--- config.mk ---
export PLATFORM = sky130hd
export DESIGN_NAME = hazard_ctrl_mc
export DESIGN_NICKNAME = d
export VERILOG_FILES = /design/src/rtl/hazard_pkg.sv /design/src/rtl/wait_counter.sv /design/src/rtl/hazard_ctrl_mc.sv
export SDC_FILE = /design/constraint.sdc
export NUM_CORES = 1
export LEC_CHECK = 0
export BUFFER_PORTS_ARGS = -buffer_cell sky130_fd_sc_hd__buf_4
export CORE_AREA = 2 2 47 49
export CTS_BUF_LIST = sky130_fd_sc_hd__clkbuf_4 sky130_fd_sc_hd__clkbuf_8 sky130_fd_sc_hd__clkbuf_16
export CTS_CLUSTER_DIAMETER = 80
export CTS_CLUSTER_SIZE = 8
export DETAILED_ROUTE_END_ITERATION = 7
export DIE_AREA = 0 0 49 51
export PLACE_DENSITY = 0.69
export SYNTH_ARGS = -nofsm -noshare
export SYNTH_HDL_FRONTEND = slang
export SYNTH_SLANG_ARGS = --single-unit
--- constraint.sdc ---
create_clock -name i_clk -period 1.6 [get_ports i_clk]
set_input_delay 0 -clock i_clk [delete_from_list [all_inputs] [get_ports i_clk]]
set_output_delay 0 -clock i_clk [all_outputs]
set_load 0.05 [all_outputs]
--- src/rtl/hazard_pkg.sv ---
// Shared definitions for the multi-cycle hazard controller: stall-cause codes
// and the priority encoder that picks one cause when several are active.
package hazard_pkg;

  typedef enum logic [1:0] {
    CAUSE_NONE   = 2'b00,
    CAUSE_LOAD   = 2'b01,
    CAUSE_BRANCH = 2'b10,
    CAUSE_MDU    = 2'b11
  } stall_cause_e;

  // Load outranks branch-data, which outranks MDU.
  function automatic stall_cause_e pick_cause(input logic load_c,
                                              input logic branch_c,
                                              input logic mdu_c);
    stall_cause_e c;
    c = CAUSE_NONE;
    if (load_c) begin
      c = CAUSE_LOAD;
    end else if (branch_c) begin
      c = CAUSE_BRANCH;
    end else if (mdu_c) begin
      c = CAUSE_MDU;
    end
    return c;
  endfunction

endpackage

--- src/rtl/wait_counter.sv ---
// Loadable down-counter used to time multi-cycle hazards. A load is accepted
// only while the count is zero; a nonzero count decrements and stops at zero.
module wait_counter #(
  parameter int unsigned CNT_W = 4
) (
  input  logic             i_clk,
  input  logic             i_rst,
  input  logic             i_load,
  input  logic [CNT_W-1:0] i_value,
  output logic             o_busy,
  output logic             o_zero
);

  logic [CNT_W-1:0] cnt;

  always_ff @(posedge i_clk) begin
    if (i_rst) begin
      cnt <= '0;
    end else if (cnt != '0) begin
      cnt <= cnt - CNT_W'(1);
    end else if (i_load) begin
      cnt <= i_value;
    end
  end

  always_comb begin
    o_busy = (cnt != '0);
    o_zero = (cnt == '0);
  end

endmodule

--- src/rtl/hazard_ctrl_mc.sv ---
// Pipeline hazard controller with multi-cycle load and MUL/DIV waits.
// Stall, bubble and flush are combinational from the ID/EX/MEM view plus two wait counters.
module hazard_ctrl_mc
  import hazard_pkg::*;
#(
  parameter int unsigned REG_AW  = 5,
  parameter int unsigned MEM_LAT = 1,
  parameter int unsigned MDU_LAT = 4,
  parameter int unsigned CNT_W   = 4
) (
  input  logic              i_clk,
  input  logic              i_rst,
  input  logic [REG_AW-1:0] i_rs_id,
  input  logic [REG_AW-1:0] i_rt_id,
  input  logic              i_use_rs_id,
  input  logic              i_use_rt_id,
  input  logic              i_branch_id,
  input  logic              i_branch_taken_id,
  input  logic              i_jump_id,
  input  logic              i_mdu_op_id,
  input  logic              i_hilo_use_id,
  input  logic              i_mem_read_ex,
  input  logic              i_reg_write_ex,
  input  logic [REG_AW-1:0] i_wr_reg_ex,
  input  logic              i_mem_read_mem,
  input  logic [REG_AW-1:0] i_wr_reg_mem,
  input  logic              i_mdu_start_ex,
  output logic              o_stall,
  output logic              o_bubble,
  output logic              o_flush,
  output logic              o_mdu_busy,
  output logic [1:0]        o_stall_cause
);

  // Detect cycle counts as one stall cycle, so the counter holds the remainder.
  localparam logic [CNT_W-1:0] LD_CNT_NORM  = CNT_W'(MEM_LAT - 1);
  localparam logic [CNT_W-1:0] LD_CNT_BR    = CNT_W'(MEM_LAT);
  localparam logic [CNT_W-1:0] MDU_CNT_INIT = CNT_W'(MDU_LAT - 1);

  logic             hit_ex;
  logic             hit_mem;
  logic             load_use;
  logic             branch_alu;
  logic             branch_mem;
  logic             mdu_wait;
  logic             stall_int;
  logic             ld_busy;
  logic             ld_zero;
  logic             mdu_busy;
  logic             mdu_zero;
  logic             ld_load;
  logic             mdu_load;
  logic [CNT_W-1:0] ld_value;
  stall_cause_e     cause;

  // Source-operand matching; register 0 never matches.
  always_comb begin
    hit_ex  = (i_wr_reg_ex != '0) &&
              ((i_use_rs_id && (i_rs_id == i_wr_reg_ex)) ||
               (i_use_rt_id && (i_rt_id == i_wr_reg_ex)));
    hit_mem = (i_wr_reg_mem != '0) &&
              ((i_use_rs_id && (i_rs_id == i_wr_reg_mem)) ||
               (i_use_rt_id && (i_rt_id == i_wr_reg_mem)));
  end

  always_comb begin
    load_use   = i_mem_read_ex && hit_ex && ld_zero;
    branch_alu = i_branch_id && i_reg_write_ex && !i_mem_read_ex && hit_ex;
    branch_mem = i_branch_id && i_mem_read_mem && hit_mem && ld_zero;
    mdu_wait   = (i_hilo_use_id || i_mdu_op_id) && mdu_busy;
    stall_int  = load_use || ld_busy || branch_alu || branch_mem || mdu_wait;
    cause      = pick_cause(load_use || ld_busy, branch_alu || branch_mem, mdu_wait);
  end

  // A branch consuming a load needs one extra cycle to compare in ID.
  always_comb begin
    ld_load  = load_use || branch_mem;
    ld_value = LD_CNT_NORM;
    if (load_use && i_branch_id) begin
      ld_value = LD_CNT_BR;
    end
    mdu_load = i_mdu_start_ex && !stall_int && mdu_zero;
  end

  wait_counter #(
    .CNT_W (CNT_W)
  ) u_ld_cnt (
    .i_clk   (i_clk),
    .i_rst   (i_rst),
    .i_load  (ld_load),
    .i_value (ld_value),
    .o_busy  (ld_busy),
    .o_zero  (ld_zero)
  );

  wait_counter #(
    .CNT_W (CNT_W)
  ) u_mdu_cnt (
    .i_clk   (i_clk),
    .i_rst   (i_rst),
    .i_load  (mdu_load),
    .i_value (MDU_CNT_INIT),
    .o_busy  (mdu_busy),
    .o_zero  (mdu_zero)
  );

  // Outputs are forced low while reset is held.
  always_comb begin
    o_stall       = 1'b0;
    o_bubble      = 1'b0;
    o_flush       = 1'b0;
    o_mdu_busy    = 1'b0;
    o_stall_cause = CAUSE_NONE;
    if (!i_rst) begin
      o_stall       = stall_int;
      o_bubble      = stall_int;
      o_flush       = (i_jump_id || i_branch_taken_id) && !stall_int;
      o_mdu_busy    = mdu_busy;
      o_stall_cause = cause;
    end
  end

endmodule

==> insert_results.sql <==
INSERT INTO impl_metrics (metric_group, metric, value, unit) VALUES
('sta', 'maxSlewHeadroom', '74.8', '%'),
('pwr', 'ir_worst_vdd', '606', 'µV'),
('synthesis', 'async_reset_ff_share', '0', '%'),
('cts', 'numCtsBuffers', '3', ''),
('synthesis', 'number_of_enable_flip_flop_cells_after_synthesis', '0', ''),
('placed_design', 'place_congestion', '0.779', ''),
('sta', 'tns', '-1.03', 'ns'),
('synthesis', 'synthTopCellsByCount', '14 x xnor2_1, 8 x dfxtp_1, 8 x xor2_1', ''),
('placed_design', 'dpl_cell_area', '1230', 'µm²'),
('run_status', 'failing_checks', 'setup timing', ''),
('routing', 'via_per_inst', '5.02', ''),
('grt', 'grt_usage', '18.1', '%'),
('floorplan', 'die_w', '49', 'µm'),
('grt', 'number_of_global_route_vias_before_repair', '922', ''),
('cts', 'cts_htree_levels', '1', ''),
('cts', 'clock-sinks', '8', ''),
('sta', 'share_of_the_cycle_needed_by_the_critical_path_after_routing', '114', '%'),
('grt', 'gr-total-overflow', '0', ''),
('sta', 'slew_viol_final', '0', ''),
('critical_path', 'setup.worst_path.class', 'flop to output port', ''),
('floorplan', 'die_area', '2500', 'µm²'),
('synthesis', 'post_synth_instance_area', '723', 'µm²'),
('finish', 'utilization', '63.6', '%'),
('finish', 'drive_above_1_share', '50.7', '%'),
('sta', 'hold_violations', '0', ''),
('run_status', 'run_status', 'finished, violations left', ''),
('grt', 'grt_start_max_net_pins', '12', ''),
('cts', 'clk_pin_slew_worst_paths', '0.05', 'ns'),
('routing', 'drtPass1Iterations', '4', ''),
('floorplan', 'die_y_extent', '51', 'µm'),
('sta', 'setup_violating_endpoint_count_in_the_final_report', '6', ''),
('finish', 'num_antenna_cells', '0', ''),
('floorplan', 'row_count', '17', ''),
('synthesis', 'dominantRegCellSynth', 'dfxtp_1', ''),
('flow_run', 'cap_viol_max_count', '0', ''),
('floorplan', 'core_area', '2060', 'µm²'),
('finish', 'fillers', '181', ''),
('worst_hold_path', 'worstHoldPathType', 'input port to flop', ''),
('routing', 'drcViolationCount', '0', ''),
('synthesis', 'synth_cell_types', '31', ''),
('pwr', 'leakage', '0.588', 'nW'),
('routing', 'detailroute.via_count', '894', ''),
('critical_path', 'cp_data_required_time', '1.60', 'ns'),
('pwr', 'swShare', '42.2', '%'),
('synthesis', 'synth_nets', '121', ''),
('sta', 'worst_slack', '-0.217', 'ns'),
('routing', 'antenna_left', '0', ''),
('synthesis', 'netlist_instances', '87', ''),
('sta', 'fmax', '550', 'MHz'),
('synthesis', 'ys_seq_elements', '8', ''),
('routing', 'detail_route.iter0.violations', '6', ''),
('finish', 'number_of_nets_in_the_layout', '186', ''),
('pwr', 'cellInternalPower', '0.000760', 'W'),
('cts', 'cts_max_path_buffers', '2', ''),
('sta', 'final.min_clock_period', '1.82', 'ns'),
('sta', 'worst-slew-pin-transition', '0.374', 'ns'),
('synthesis', 'ys_seq_area_share', '22.1', '%'),
('cts', 'cts_tree', 'done', ''),
('sta', 'timing.clock.skew', '0.00460', 'ns'),
('synthesis', 'synthTopCellsByArea', 'dfxtp_1 22%, xnor2_1 17%, xor2_1 9.7%', ''),
('synthesis', 'yosys_warnings', '0', ''),
('synthesis', 'yosysMostFrequentCell', 'xnor2_1', ''),
('grt', 'antenna_found_initial', '0', ''),
('cts', 'cts_root_buf', 'clkbuf_4', ''),
('finish', 'fin_area', '1310', 'µm²'),
('floorplan', 'io_pins', '39', ''),
('placed_design', 'dp_hpwl', '1.90', 'mm'),
('synthesis', 'synth.top_cell.area_share', '22.1', '%'),
('pwr', 'totalPowerFinal', '0.00131', 'W'),
('grt', 'grt_pass1_wl', '3.53', 'mm'),
('routing', 'wire_per_inst', '12.2', 'µm');
metrics by stage:
| step | instances | setup WS [ns] |
|---|---|---|
| detailed placement | 172 | -0.179 |
| floorplan | 87 | -0.0541 |
| finish | 178 | -0.217 |
| CTS | 178 | -0.236 |
| global route | 178 | -0.328 |
| global placement | 172 | -0.0937 |
cell type report:
| cell class | count | area, µm² | area share (%) |
|---|---|---|---|
| Multi-Input combinational cell | 74 | 587 | 44.7 |
| Clock buffer | 3 | 22.5 | 1.72 |
| Tap cell | 28 | 35.0 | 2.67 |
| Inverter | 3 | 11.3 | 0.858 |
| Timing Repair Buffer | 62 | 494 | 37.7 |
| Sequential cell | 8 | 163 | 12.4 |
timing repair:
item                                    CTS  global route
hold endpoints to repair                  1             0
hold buffers                              1             0
resized for setup                        10             0
pin swaps                                 6             4
endpoints found under the setup margin    6             7
setup buffers                             2             0
power by group through the flow:
stage                     clock (W)  sequential, W  combinational, W
after CTS                  0.000159       0.000288          0.000881
after global placement            0       0.000291          0.000790
after detailed placement          0       0.000292          0.000804
final                      0.000153       0.000287          0.000874
after floorplan                   0       0.000285          0.000563
after global routing       0.000176       0.000291          0.000930
metal layers:
metal  wire length (µm)  vias to the layer above  GRT usage [%]  share of wire [%]
met5                  0                        -              0                  0
met2               1200                       36           38.4                 56
met4                  0                        0           1.43                  0
met1                787                      408           16.5                 36
li1                   -                      450              -                  -
met3                174                        0           7.31                8.0
final timing paths:
check                                 from                            end  slack, ns
min                            i_branch_id   u_ld_cnt.cnt[0]$_SDFFE_PP0P_       0.04
max reg2reg   u_ld_cnt.cnt[2]$_SDFFE_PP0P_  u_mdu_cnt.cnt[1]$_SDFFE_PP0P_      -0.08
min reg2reg  u_mdu_cnt.cnt[1]$_SDFFE_PP0P_  u_mdu_cnt.cnt[1]$_SDFFE_PP0P_       0.52
max           u_ld_cnt.cnt[2]$_SDFFE_PP0P_                       o_bubble      -0.22
sequential cells by signal (all words and copies together), names as in the netlist:
| signal | count |
|---|---|
| u_ld_cnt.cnt | 4 |
| u_mdu_cnt.cnt | 4 |
cells in the final DEF (no fill, tap or decap), types with 2 or more instances in the layout:
| master | instances |
|---|---|
| buf_8 | 2 |
| clkbuf_4 | 3 |
| o211ai_1 | 2 |
| a41o_1 | 2 |
| nand4_1 | 4 |
| nand3b_1 | 2 |
| nor2_1 | 5 |
| nor4_1 | 2 |
| nand2_1 | 3 |
| dfxtp_1 | 6 |
| nor3_1 | 6 |
| buf_4 | 56 |
| xor2_1 | 8 |
| a21oi_1 | 2 |
| buf_6 | 3 |
| dfxtp_2 | 2 |
| nand3_1 | 4 |
| xnor2_1 | 14 |
| o21ai_0 | 3 |
| inv_1 | 3 |
worst max-delay path, cell delays in order, from the launching register on:
cell	delay [ns]
dfxtp_2	0.33
nor4_4	0.29
nand3_1	0.12
a221o_1	0.32
nand4_1	0.17
and2_4	0.19
buf_8	0.14
cells by family (layout without fill, tap and decap cells):
family / count (synthesis) / count (layout) / synth area share (%)
AOI/OAI and AO/OA: 18 / 18 / 18.9
xor gates and xnor gates: 22 / 22 / 26.6
adders and majority gates: 1 / 1 / 1.73
buffers and inverters: 5 / 68 / 3.11
DFF: 8 / 8 / 22.1
and+or+nand+nor: 33 / 33 / 27.5
No activity file was read; power rests on OpenSTA's default activity.
